<file path="config.mk">
export PLATFORM = sky130hd
export DESIGN_NAME = uart_tx_sched
export DESIGN_NICKNAME = d
export VERILOG_FILES = /design/src/rtl/uart_tx_sched.sv
export SDC_FILE = /design/constraint.sdc
export NUM_CORES = 1
export LEC_CHECK = 0
export BUFFER_PORTS_ARGS = -buffer_cell sky130_fd_sc_hd__buf_2
export CAP_MARGIN = 20
export CORE_ASPECT_RATIO = 1.1
export CORE_MARGIN = 2
export CORE_UTILIZATION = 37
export CTS_BUF_LIST = sky130_fd_sc_hd__clkbuf_8 sky130_fd_sc_hd__clkbuf_16
export DETAILED_ROUTE_END_ITERATION = 10
export PLACE_DENSITY = 0.69
export SETUP_SLACK_MARGIN = 0.4
export SYNTH_ARGS = -nofsm -noshare
export SYNTH_HDL_FRONTEND = slang
export SYNTH_SLANG_ARGS = --single-unit
</file>
<file path="constraint.sdc">
create_clock -name txclk -period 2.37 [get_ports txclk]
set_clock_uncertainty 0.1 [all_clocks]
set_input_delay 0.237 -clock txclk [delete_from_list [all_inputs] [get_ports txclk]]
set_output_delay 0.237 -clock txclk [all_outputs]
set_load 0.01 [all_outputs]
</file>
<file path="src/rtl/uart_tx_sched.sv">
// uart_tx_sched
// Round-robin byte scheduler in front of a UART transmitter. It accepts one
// byte at a time from NREQ requesters and hands it to the transmitter with a
// single write strobe. It then waits for the shift register to drain before
// accepting the next byte. A break request takes priority over data and is
// held for at least BREAK_CLKS cycles of txclk.
//
// Optional feature: define UART_TX_SCHED_PARITY_EN to send a parity bit.
// tx_din[8] then carries the XOR of the byte, inverted when PARITY_ODD=1.
// Without the macro, tx_parity and tx_din[8] are tied low.
//
// state | meaning
// ------+--------------------------------------------------------------
// IDLE  | waiting for tx_empty; arbitrates break and requesters
// LOAD  | one-cycle tx_we strobe; advances the round-robin pointer
// WAIT  | transmitter busy; first cycle ignores tx_empty
// BREAK | driving break; counter runs down, then waits for brk_req low

module uart_tx_sched #(
    parameter int NREQ       = 4,
    parameter int BREAK_CLKS = 192,
    parameter int PARITY_ODD = 0
) (
    input  logic                    txclk,
    input  logic                    reset_n,
    input  logic [NREQ-1:0]         req_valid,
    input  logic [8*NREQ-1:0]       req_data,
    output logic [NREQ-1:0]         req_ready,
    input  logic                    brk_req,
    output logic                    brk_active,
    output logic [$clog2(NREQ)-1:0] grant_id,
    output logic                    busy,
    output logic                    tx_we,
    output logic [8:0]              tx_din,
    output logic                    tx_parity,
    output logic                    tx_break,
    input  logic                    tx_empty
);

    localparam int IDW = $clog2(NREQ);
    localparam int CW  = $clog2(BREAK_CLKS + 1);
    localparam logic [CW-1:0]  BRK_LOAD = CW'(BREAK_CLKS - 1);
    localparam logic [IDW-1:0] ID_LAST  = IDW'(NREQ - 1);
    localparam logic           LP_ODD   = (PARITY_ODD != 0);

`ifdef UART_TX_SCHED_PARITY_EN
    localparam logic LP_PAR_EN = 1'b1;
`else
    localparam logic LP_PAR_EN = 1'b0;
`endif

    typedef enum logic [1:0] {
        S_IDLE  = 2'd0,
        S_LOAD  = 2'd1,
        S_WAIT  = 2'd2,
        S_BREAK = 2'd3
    } state_t;

    state_t           r_state;
    state_t           w_next;
    logic [IDW-1:0]   r_ptr;
    logic [IDW-1:0]   r_grant_id;
    logic [8:0]       r_tx_din;
    logic [CW-1:0]    r_brk_cnt;
    logic             r_armed;
    logic             r_wait_first;

    logic             w_any;
    logic [IDW-1:0]   w_winner;
    logic [7:0]       w_byte;
    logic             w_par;
    logic             w_accept;
    logic             w_brk_start;

    // Index base+off folded back into 0..NREQ-1 (off is always below NREQ).
    function automatic logic [IDW-1:0] rr_idx(input logic [IDW-1:0] base, input int off);
        int sum;
        sum = int'(base) + off;
        if (sum >= NREQ) begin
            sum = sum - NREQ;
        end
        return IDW'(sum);
    endfunction

    // Round-robin search: first valid requester at or above ptr, with wrap.
    always_comb begin
        w_any    = 1'b0;
        w_winner = '0;
        for (int k = 0; k < NREQ; k++) begin
            if (!w_any && req_valid[rr_idx(r_ptr, k)]) begin
                w_any    = 1'b1;
                w_winner = rr_idx(r_ptr, k);
            end
        end
    end

    // Mux out the winner's byte and compute its parity bit.
    always_comb begin
        w_byte = '0;
        for (int i = 0; i < NREQ; i++) begin
            if (w_winner == IDW'(i)) begin
                w_byte = req_data[8*i +: 8];
            end
        end
        w_par = LP_PAR_EN & ((^w_byte) ^ LP_ODD);
    end

    // State register.
    always_ff @(posedge txclk or negedge reset_n) begin
        if (!reset_n) begin
            r_state <= S_IDLE;
        end else begin
            r_state <= w_next;
        end
    end

    // Next-state logic. Break wins over data. Nothing starts until the
    // block has seen one clock edge out of reset and the transmitter is empty.
    always_comb begin
        w_next      = r_state;
        w_accept    = 1'b0;
        w_brk_start = 1'b0;
        case (r_state)
            S_IDLE: begin
                if (r_armed && tx_empty) begin
                    if (brk_req) begin
                        w_brk_start = 1'b1;
                        w_next      = S_BREAK;
                    end else if (w_any) begin
                        w_accept = 1'b1;
                        w_next   = S_LOAD;
                    end
                end
            end
            S_LOAD: begin
                w_next = S_WAIT;
            end
            S_WAIT: begin
                // The transmitter may not have dropped tx_empty yet in the
                // first WAIT cycle, so it is not trusted there.
                if (!r_wait_first && tx_empty) begin
                    w_next = S_IDLE;
                end
            end
            S_BREAK: begin
                if ((r_brk_cnt == '0) && !brk_req) begin
                    w_next = S_IDLE;
                end
            end
            default: begin
                w_next = S_IDLE;
            end
        endcase
    end

    // One-hot accept strobe, only in the accepting IDLE cycle.
    always_comb begin
        req_ready = '0;
        if (w_accept) begin
            req_ready[w_winner] = 1'b1;
        end
    end

    // Datapath: grant, byte latch, pointer, break counter, arming flags.
    always_ff @(posedge txclk or negedge reset_n) begin
        if (!reset_n) begin
            r_ptr        <= '0;
            r_grant_id   <= '0;
            r_tx_din     <= 9'h000;
            r_brk_cnt    <= '0;
            r_armed      <= 1'b0;
            r_wait_first <= 1'b0;
        end else begin
            r_armed      <= 1'b1;
            r_wait_first <= (r_state == S_LOAD);
            if (w_accept) begin
                r_grant_id <= w_winner;
                r_tx_din   <= {w_par, w_byte};
            end
            if (r_state == S_LOAD) begin
                r_ptr <= (r_grant_id == ID_LAST) ? '0 : r_grant_id + 1'b1;
            end
            if (w_brk_start) begin
                r_brk_cnt <= BRK_LOAD;
            end else if ((r_state == S_BREAK) && (r_brk_cnt != '0)) begin
                r_brk_cnt <= r_brk_cnt - 1'b1;
            end
        end
    end

    assign busy       = (r_state != S_IDLE);
    assign tx_we      = (r_state == S_LOAD);
    assign tx_break   = (r_state == S_BREAK);
    assign brk_active = (r_state == S_BREAK);
    assign grant_id   = r_grant_id;
    assign tx_din     = r_tx_din;
    assign tx_parity  = LP_PAR_EN;

endmodule
</file>
==> results of run 1 <==
-- power groups by stage --
stage	registers, mW	clock network (mW)	logic (mW)
6_report	0.675	0.279	1.01
5_1_grt	0.700	0.305	1.11
4_1_cts	0.684	0.287	0.879
3_5_place_dp	0.681	0	0.789
3_3_place_gp	0.676	0	0.778
2_1_floorplan	0.699	0	0.517
-- worst max-delay path, stage by stage (launching register included) --
cell and delay [ps]:
sky130_fd_sc_hd__dfrtp_2 430, sky130_fd_sc_hd__mux2i_2 280, sky130_fd_sc_hd__nor2_4 90, sky130_fd_sc_hd__or3_4 370
sky130_fd_sc_hd__nor3_2 150, sky130_fd_sc_hd__buf_2 140
-- cells by family (layout without fill, tap and decap cells) --
group | count (synthesis) | after routing | synth area share
compound gates | 35 | 35 | 0.1857
fa+ha+maj | 3 | 3 | 0.02591
other cells | 2 | 3 | 0.005183
flops | 24 | 24 | 0.4145
buf+inv | 17 | 90 | 0.05958
simple gates | 54 | 54 | 0.2012
xor+xnor | 5 | 5 | 0.03022
mux | 11 | 11 | 0.07772
-- through the flow --
step                      cells    util  area (um^2)  worst slack (ps)  total power, mW
after global routing        275  0.5666         2103             240.7            2.117
after floorplan             152       -         1453             340.1            1.216
after detailed placement    254  0.4769         1770             315.4            1.470
after global placement      254  0.4769         1770             368.3            1.454
final                       275  0.5666         2103             305.1            1.967
after CTS                   265  0.5234         1943             332.5            1.850
-- per-layer routing --
layer / global-route usage / vias to the layer above / share of wire
met1: 0.2129 / 672 / 0.44
met5: 0 / - / 0
met3: 0.03409 / 4 / 0.074
li1: - / 697 / -
met4: 0.05072 / 0 / 0.0098
met2: 0.2608 / 62 / 0.47
-- what timing repair did --
item,CTS,global route
endpoints found under the setup margin,12,17
hold buffers,1,0
buffers inserted,6,10
hold endpoints to repair,24,0
pin swaps,3,11
resized for setup,14,18
-- how the worst max path moves through the flow --
stage,cells past startpoint,slack [ps],end,startpoint
final,5,310,req_ready[1],r_ptr[1]$_DFFE_PN0P_
after detailed placement,5,320,tx_din[7]$_DFFE_PN0P_,r_state[1]$_DFFE_PN0P_
after global placement,5,370,req_ready[1],r_state[1]$_DFFE_PN0P_
after global routing,6,240,req_ready[1],r_ptr[1]$_DFFE_PN0P_
after floorplan,6,340,req_ready[0],r_state[1]$_DFFE_PN0P_
after CTS,6,330,req_ready[3],r_ptr[1]$_DFFE_PN0P_
-- layout by cell type, fill, tap and decap left out, types with 2 or more instances in the layout --
| master | count |
|---|---|
| sky130_fd_sc_hd__dfrtp_1 | 22 |
| sky130_fd_sc_hd__clkbuf_8 | 4 |
| sky130_fd_sc_hd__ha_1 | 3 |
| sky130_fd_sc_hd__o31ai_1 | 4 |
| sky130_fd_sc_hd__o21ai_0 | 2 |
| sky130_fd_sc_hd__nor2_1 | 6 |
| sky130_fd_sc_hd__inv_1 | 9 |
| sky130_fd_sc_hd__mux2i_1 | 8 |
| sky130_fd_sc_hd__nor3_1 | 2 |
| sky130_fd_sc_hd__mux2_2 | 2 |
| sky130_fd_sc_hd__nor3_2 | 4 |
| sky130_fd_sc_hd__conb_1 | 3 |
| sky130_fd_sc_hd__or2_4 | 2 |
| sky130_fd_sc_hd__nor4_1 | 2 |
| sky130_fd_sc_hd__a222oi_1 | 4 |
| sky130_fd_sc_hd__a211oi_1 | 6 |
| sky130_fd_sc_hd__nor4b_1 | 8 |
| sky130_fd_sc_hd__nand2b_4 | 2 |
| sky130_fd_sc_hd__buf_2 | 57 |
| sky130_fd_sc_hd__a211oi_2 | 2 |
| sky130_fd_sc_hd__dfrtp_2 | 2 |
| sky130_fd_sc_hd__nor2_4 | 2 |
| sky130_fd_sc_hd__buf_4 | 17 |
| sky130_fd_sc_hd__nand2_1 | 15 |
| sky130_fd_sc_hd__xnor2_1 | 3 |
| sky130_fd_sc_hd__a21oi_1 | 4 |
| sky130_fd_sc_hd__nand3_1 | 2 |
-- state kept, by name (all words and copies together), names as in the netlist --
register	flops
r_ptr	2
r_state	2
tx_din	8
grant_id	2
r_brk_cnt	8
r_wait_first	1
r_armed	1
-- cell type report --
type,instances,area (um^2),area share
multi-input cells,111,899.6,0.4277
flip-flops and latches,24,603.1,0.2867
repair buffers,77,449.2,0.2136
well taps,50,62.56,0.02974
clock buffers,4,55.05,0.02617
inverters,9,33.78,0.01606
==> flow_metrics.env, run 1 <==
export IMPL_run_status="finished clean"
export IMPL_total_die_area_um2=4433
export IMPL_power_share_switching=0.3864
export IMPL_port_buffer_count=57
export IMPL_fillerInstances=343
export IMPL_ys_flop_type="sky130_fd_sc_hd__dfrtp_1"
export IMPL_layout_drive_gt1_share=0.4844
export IMPL_antenna_found_initial=0
export IMPL_die_h_um=69.63
export IMPL_synth_top_cells_by_area="sky130_fd_sc_hd__dfrtp_1 41%, sky130_fd_sc_hd__mux2i_1 6.2%, sky130_fd_sc_hd__nor4b_1 4.8%"
export IMPL_syn_inst=151
export IMPL_vias_in_the_first_global_route=1362
export IMPL_p_seq_frac=0.343
export IMPL_cp_data_required_time_ps=2030
export IMPL_flop2flop_setup_slack_ps=460
export IMPL_gp_congestion=0.7866
export IMPL_end_kind="primary output"
export IMPL_cellLeakagePower_nw=0.9923
export IMPL_finalSetupViolations=0
export IMPL_number_of_enable_flip_flop_cells_after_synthesis=0
export IMPL_holdCritPathClass="primary input to flop"
export IMPL_fraction_of_the_yosys_area_taken_by_sequential_cells=0.4145
export IMPL_postSynth_asyncResetShare=1.000
export IMPL_tritoncts_clock_tree="done"
export IMPL_avgRoutedWirePerCell_um=13.31
export IMPL_hold_path_end="r_brk_cnt[6]$_DFFE_PN0P_"
export IMPL_tightest_slew_ps=515.8
export IMPL_globalRoute_totalOverflow=0
export IMPL_critPathLaunchType="flop"
export IMPL_cts_max_level=1
export IMPL_place_hpwl_um=2588
export IMPL_final_period_utilization=0.8713
export IMPL_ant_nets=0
export IMPL_yosys_top_cells_count="24 x sky130_fd_sc_hd__dfrtp_1, 16 x sky130_fd_sc_hd__nand2_1, 9 x sky130_fd_sc_hd__inv_1, 9 x sky130_fd_sc_hd__mux2i_1"
export IMPL_cts_root_buf="sky130_fd_sc_hd__clkbuf_8"
export IMPL_period_needed_ps=2065
export IMPL_power_switching_uw=760.2
export IMPL_final_nets=269
export IMPL_num_rows=23
export IMPL_max_vdd_ir_drop_v=0.0004532
export IMPL_grt_first_pass_wirelength_um=5865
export IMPL_dr_pass1_iters=4
export IMPL_hold_start="brk_req"
export IMPL_cap_violations=0
export IMPL_power_density_nw_per_um2=935.4
export IMPL_pwr_share_comb=0.515
export IMPL_syn_cell_area_um2=1449
export IMPL_tritoncts_num_buffers=3
export IMPL_worst_r2r_endpoint="tx_din[0]$_DFFE_PN0P_"
export IMPL_vias_per_cell=5.218
export IMPL_maxSlewHeadroom=0.6530
export IMPL_effective_utilization_at_floorplan=0.3903
export IMPL_clockPowerShare=0.142
export IMPL_synthesis_yosys_warnings=0
export IMPL_core_area_um2=3712
export IMPL_hold_depth=2
export IMPL_postSynthRegisterBits=24
export IMPL_most_frequent_cell_after_synthesis="sky130_fd_sc_hd__dfrtp_1"
export IMPL_grt_start_max_net_pins=25
export IMPL_drtIter0Drc=46
export IMPL_io_pins=60
export IMPL_synth_top_cell_area_share=0.4145
export IMPL_largest_area_contributor_in_the_synthesized_netlist="sky130_fd_sc_hd__dfrtp_1"
export IMPL_cell_internal_pwr_mw=1.207
export IMPL_final_max_slew_viol_count=0
export IMPL_syn2layout_area_growth_pct=45.16
export IMPL_synth_distinct_cells=40
export IMPL_clkSlewWorstSetupHoldPaths_ps=90
export IMPL_die_width_um=63.67
export IMPL_worstPathMaxFanout=9
export IMPL_ff2ff_path_depth=6
export IMPL_critical_path_arrival_ps=1730
export IMPL_rsz0062_at_grt="yes"
export IMPL_dr_total_vias=1435
export IMPL_fin_setup_tns_ps=0
export IMPL_worstReg2RegStart="r_ptr[1]$_DFFE_PN0P_"
export IMPL_timing_hold_violations_final=0
export IMPL_drc=0
export IMPL_synthesis_area_per_instance_um2=9.595
export IMPL_clk_latency_ps=270
export IMPL_diode_insertion_count_for_antenna_repair=0
export IMPL_critPathKind="flop to primary output"
export IMPL_whs_ps=113.4
export IMPL_timing_fmax_mhz=484.3
export IMPL_cts_root_to_sink_buffers=2
export IMPL_grt_use_total=0.1608
export IMPL_detail_route_wirelength_um=3660
export IMPL_clock_sinks=24
Power figures use the tool's default switching activity.
==> inputs of run 2 (changes only) <==
CAP_MARGIN = 0   (was 20)
CELL_PAD_IN_SITES_DETAIL_PLACEMENT = 0   (was default)
CELL_PAD_IN_SITES_GLOBAL_PLACEMENT = 2   (was default)
CORE_UTILIZATION = 27   (was 37)
PLACE_DENSITY = 0.83   (was 0.69)
==> flow_metrics.env, run 2 (synthesis gave the netlist of run 1 again) <==
export IMPL_run_status="finished clean"
export IMPL_detail_route_wirelength_um=3706
export IMPL_cts_root_to_sink_buffers=2
export IMPL_ff2ff_path_depth=5
export IMPL_critPathTopFamily="flip-flops"
export IMPL_hold_start="brk_req"
export IMPL_met3WireLength_um=167
export IMPL_hold_path_end="r_brk_cnt[6]$_DFFE_PN0P_"
export IMPL_vias_per_cell=4.702
export IMPL_maxSlewHeadroom=0.6015
export IMPL_final_max_slew_viol_count=0
export IMPL_power_density_nw_per_um2=917.8
export IMPL_fin_setup_tns_ps=0
export IMPL_core_area_um2=5101
export IMPL_flop2flop_setup_slack_ps=470
export IMPL_drtIter0Drc=40
export IMPL_whs_ps=106.6
export IMPL_rsz0062_at_grt="yes"
export IMPL_clock_sinks=24
export IMPL_worstPathMaxFanout=7
export IMPL_fin_cells=295
export IMPL_grt_start_max_net_pins=25
export IMPL_multi_input_comb_area_um2=855.8
export IMPL_globalRoute_totalOverflow=0
export IMPL_worstReg2RegStart="r_brk_cnt[3]$_DFFE_PN0P_"
export IMPL_critPathSlowestCell="sky130_fd_sc_hd__dfrtp_2"
export IMPL_route_layer_met1_wl_um=1695
export IMPL_io_pins=60
export IMPL_final_critical_path_setup_slack_ps=378.9
export IMPL_antenna_found_initial=0
export IMPL_die_h_um=80.83
export IMPL_tritoncts_num_buffers=3
export IMPL_final_period_utilization=0.8401
export IMPL_effective_utilization_at_floorplan=0.2840
export IMPL_hold_depth=2
export IMPL_critical_path_arrival_ps=1650
export IMPL_grt_first_pass_wirelength_um=5830
export IMPL_cellLeakagePower_nw=0.9661
export IMPL_ant_nets=0
export IMPL_mostFrequentLayoutCell="sky130_fd_sc_hd__buf_2"
export IMPL_timing_fmax_mhz=502.2
export IMPL_period_needed_ps=1991
export IMPL_holdCritPathClass="primary input to flop"
export IMPL_cts_max_level=1
export IMPL_met2_length_um=1780
export IMPL_critPathKind="flop to primary output"
export IMPL_gp_congestion=0.7047
export IMPL_top_layer="met4"
export IMPL_drc=0
export IMPL_port_buffer_count=57
export IMPL_num_rows=27
export IMPL_clk_latency_ps=260
export IMPL_tritoncts_clock_tree="done"
export IMPL_cp_data_required_time_ps=2030
export IMPL_seqCellArea_um2=603.1
export IMPL_clkSlewWorstSetupHoldPaths_ps=80
export IMPL_layout_drive_gt1_share=0.4484
export IMPL_pre_cts_ws_ps=224.0
export IMPL_tightest_slew_ps=592.3
export IMPL_final_nets=268
export IMPL_dr_pass1_iters=4
export IMPL_layout_common_cells="57 x sky130_fd_sc_hd__buf_2, 22 x sky130_fd_sc_hd__dfrtp_1, 16 x sky130_fd_sc_hd__nand2_1"
export IMPL_dr_total_vias=1387
export IMPL_max_vdd_ir_drop_v=0.0003374
export IMPL_die_width_um=73.85
export IMPL_syn2layout_area_growth_pct=42.83
export IMPL_cpMostUsedCell="sky130_fd_sc_hd__buf_4"
export IMPL_cap_violations=0
export IMPL_crit_buf_inv=3
export IMPL_grt_use_total=0.1263
export IMPL_total_die_area_um2=5969
export IMPL_largest_incremental_delay_on_the_critical_path_ps=450
export IMPL_end_kind="primary output"
export IMPL_crit_chain="buf_4 -> buf_4 -> o22a_1 -> nor3_1 -> buf_2"
export IMPL_place_hpwl_um=2742
export IMPL_placed_cells_incl_taps=278
export IMPL_finalSetupViolations=0
export IMPL_diode_insertion_count_for_antenna_repair=0
export IMPL_worst_r2r_endpoint="r_brk_cnt[0]$_DFFE_PN0P_"
export IMPL_vias_in_the_first_global_route=1264
export IMPL_cts_root_buf="sky130_fd_sc_hd__clkbuf_8"
export IMPL_critPathLaunchType="flop"
export IMPL_avgRoutedWirePerCell_um=12.56
export IMPL_fillerInstances=521
export IMPL_timing_hold_violations_final=0
run 2: final cells by class:
class                   instances  area share
multi-input cells             111      0.4135
clock buffers                   3     0.01995
repair buffers                 76      0.2152
well taps                      72     0.04353
inverters                       9     0.01632
flip-flops and latches         24      0.2914
run 2: routing by layer:
layer  global-route usage  up-vias
met5                    0        -
met4              0.05091        0
met3              0.01985        5
met2               0.2107       43
met1               0.1618      642
li1                     -      697
run 2: repair_timing:
action,4_1_cts,5_1_grt
buffers inserted,8,5
endpoints found under the setup margin,13,11
hold buffers,1,0
pin swaps,3,5
resized for setup,12,13
endpoints found under the hold margin,24,0
run 2: worst max path at each step:
stage                           startpoint                     to  slack (ps)  cells after the start
floorplan           r_state[1]$_DFFE_PN0P_           req_ready[0]         340                      6
CTS                   r_ptr[1]$_DFFE_PN0P_           req_ready[1]         390                      5
global route          r_ptr[1]$_DFFE_PN0P_           req_ready[0]         280                      7
global placement    r_state[1]$_DFFE_PN0P_           req_ready[0]         310                      5
finish                r_ptr[1]$_DFFE_PN0P_           req_ready[0]         380                      5
detailed placement  r_state[1]$_DFFE_PN0P_  tx_din[7]$_DFFE_PN0P_         220                      5
run 2: worst register-to-register path, cell delays in order, from the launching register on:
cell and delay, ps:
sky130_fd_sc_hd__dfrtp_2 430, sky130_fd_sc_hd__or4_4 570, sky130_fd_sc_hd__or2_4 290, sky130_fd_sc_hd__o21ai_4 200
sky130_fd_sc_hd__xnor2_1 140, sky130_fd_sc_hd__nand2_1 70
run 2: power by group:
group | switching [mW] | internal, mW | leakage (nW)
sequential | 0.122 | 0.560 | 0.270
combinational | 0.492 | 0.492 | 0.675
clock | 0.120 | 0.114 | 0.0216
run 2: stage by stage:
| step | cell area [um^2] | power [mW] | util |
|---|---|---|---|
| finish | 2069 | 1.899 | 0.4057 |
| global placement | 1813 | 1.487 | 0.3554 |
| floorplan | 1453 | 1.216 | - |
| global route | 2069 | 2.070 | 0.4057 |
| CTS | 1978 | 1.852 | 0.3878 |
| detailed placement | 1813 | 1.498 | 0.3554 |
==> inputs of run 3 (changes only) <==
clock period = 2 ns   (was 2.37 ns; I/O delays follow)
==> flow_metrics.env, run 3 (synthesis gave the netlist of run 1 again) <==
export IMPL_gr_usage_met2=0.2366
export IMPL_final_nets=286
export IMPL_ant_nets=0
export IMPL_io_pins=60
export IMPL_tritoncts_clock_tree="done"
export IMPL_layout_common_cells="57 x sky130_fd_sc_hd__buf_2, 24 x sky130_fd_sc_hd__buf_4, 23 x sky130_fd_sc_hd__dfrtp_1"
export IMPL_power_density_nw_per_um2=1093
export IMPL_effective_utilization_at_floorplan=0.2840
export IMPL_final_cell_area_um2=2451
export IMPL_detail_route_wirelength_um=4141
export IMPL_critical_path_arrival_ps=1660
export IMPL_crit_buf_inv=2
export IMPL_timing_hold_violations_final=0
export IMPL_hold_start="brk_req"
export IMPL_cts_root_buf="sky130_fd_sc_hd__clkbuf_8"
export IMPL_met1_usage=0.1647
export IMPL_worst_r2r_endpoint="tx_din[5]$_DFFE_PN0P_"
export IMPL_cts_max_level=1
export IMPL_dr_pass1_iters=4
export IMPL_tightest_slew_ps=618.7
export IMPL_crit_chain="buf_6 -> a21oi_2 -> o21a_1 -> o22a_4 -> nor3_4 -> buf_2"
export IMPL_num_rows=27
export IMPL_maxSlewHeadroom=0.5837
export IMPL_timing_fmax_mhz=510.5
export IMPL_fin_cells=314
export IMPL_final_max_slew_viol_count=0
export IMPL_clk_latency_ps=270
export IMPL_final_critical_path_setup_slack_ps=41.00
export IMPL_tritoncts_num_buffers=3
export IMPL_clock_sinks=24
export IMPL_run_status="finished clean"
export IMPL_cp_data_required_time_ps=1700
export IMPL_final_core_util=0.4805
export IMPL_busiest_layer="met2"
export IMPL_grt_first_pass_wirelength_um=6292
export IMPL_vias_per_cell=4.755
export IMPL_cts_root_to_sink_buffers=2
export IMPL_max_vdd_ir_drop_v=0.0005258
export IMPL_drtIter0Drc=62
export IMPL_diode_insertion_count_for_antenna_repair=0
export IMPL_hold_path_end="r_brk_cnt[6]$_DFFE_PN0P_"
export IMPL_place_hpwl_um=2930
export IMPL_globalRouteMet3Util=0.02605
export IMPL_cap_violations=0
export IMPL_avgRoutedWirePerCell_um=13.19
export IMPL_worstReg2RegStart="r_ptr[1]$_DFFE_PN0P_"
export IMPL_ff2ff_path_depth=8
export IMPL_core_area_um2=5101
export IMPL_mostFrequentLayoutCell="sky130_fd_sc_hd__buf_2"
export IMPL_layout_drive_gt1_share=0.5950
export IMPL_holdCritPathClass="primary input to flop"
export IMPL_dr_total_vias=1493
export IMPL_critPathKind="flop to primary output"
export IMPL_globalRoute_totalOverflow=0
export IMPL_grt_use_total=0.1349
export IMPL_die_h_um=80.83
export IMPL_die_width_um=73.85
export IMPL_final_period_utilization=0.9795
export IMPL_rsz0062_at_grt="yes"
export IMPL_flop2flop_setup_slack_ps=120
export IMPL_grt_start_max_net_pins=25
export IMPL_critPathSlowestCell="sky130_fd_sc_hd__dfrtp_2"
export IMPL_cellLeakagePower_nw=1.116
export IMPL_end_kind="primary output"
export IMPL_placed_cells_incl_taps=279
export IMPL_hold_depth=2
export IMPL_largest_incremental_delay_on_the_critical_path_ps=420
export IMPL_placedInstanceArea_um2=1967
export IMPL_gp_congestion=0.7694
export IMPL_antenna_found_initial=0
export IMPL_critPathLaunchType="flop"
export IMPL_port_buffer_count=57
export IMPL_syn2layout_area_growth_pct=69.17
export IMPL_critPathTopFamily="compound AO/OA/AOI/OAI gates"
export IMPL_clkSlewWorstSetupHoldPaths_ps=90
export IMPL_vias_in_the_first_global_route=1369
export IMPL_pre_cts_ws_ps=142.6
export IMPL_worstPathMaxFanout=4
export IMPL_finalSetupViolations=0
export IMPL_period_needed_ps=1959
export IMPL_drc=0
export IMPL_total_die_area_um2=5969
run 3: metal layers:
metal / vias to the layer above / part of all wire
met2: 51 / 0.50
met5: - / 0
met1: 702 / 0.43
met4: 0 / 0.012
met3: 6 / 0.053
li1: 734 / -
run 3: how the worst max path moves through the flow:
stage                                        start                        to  depth (start not counted)
after floorplan           r_brk_cnt[4]$_DFFE_PN0P_  r_brk_cnt[0]$_DFFE_PN0P_                          5
after global placement    r_brk_cnt[4]$_DFFE_PN0P_  r_brk_cnt[6]$_DFFE_PN0P_                          5
after detailed placement  r_brk_cnt[4]$_DFFE_PN0P_  r_brk_cnt[6]$_DFFE_PN0P_                          5
after CTS                     r_ptr[1]$_DFFE_PN0P_              req_ready[3]                          5
after global routing          r_ptr[1]$_DFFE_PN0P_              req_ready[3]                          6
final                         r_ptr[1]$_DFFE_PN0P_              req_ready[1]                          6
run 3: repair_timing:
item                                   4_1_cts  5_1_grt
setup endpoints to repair                   24       25
endpoints found under the hold margin       24        0
setup buffers                               18       12
pin swaps                                   13        8
gates resized for setup                     27       14
hold buffers                                 1        0
run 3: where the power goes:
part	total (mW)	switching [mW]	internal (mW)
combinational	1.55	0.747	0.804
sequential	0.792	0.130	0.662
clock	0.336	0.161	0.176
total	2.68	1.04	1.64
run 3: final cells by class:
type	instances	area, um^2
Inverter	9	33.78
Timing Repair Buffer	94	623.1
Tap cell	72	90.09
Clock buffer	4	55.05
Multi-Input combinational cell	111	1047
Fill cell	470	2650
Sequential cell	24	601.8
run 3: metrics by stage:
stage	power (mW)	hold WS, ps	setup TNS [ps]
floorplan	1.584	-195.6	0
global placement	1.931	128.9	0
detailed placement	1.934	122.1	0
CTS	2.526	69.07	-2.387
global route	2.879	69.07	-226.9
finish	2.679	79.42	0
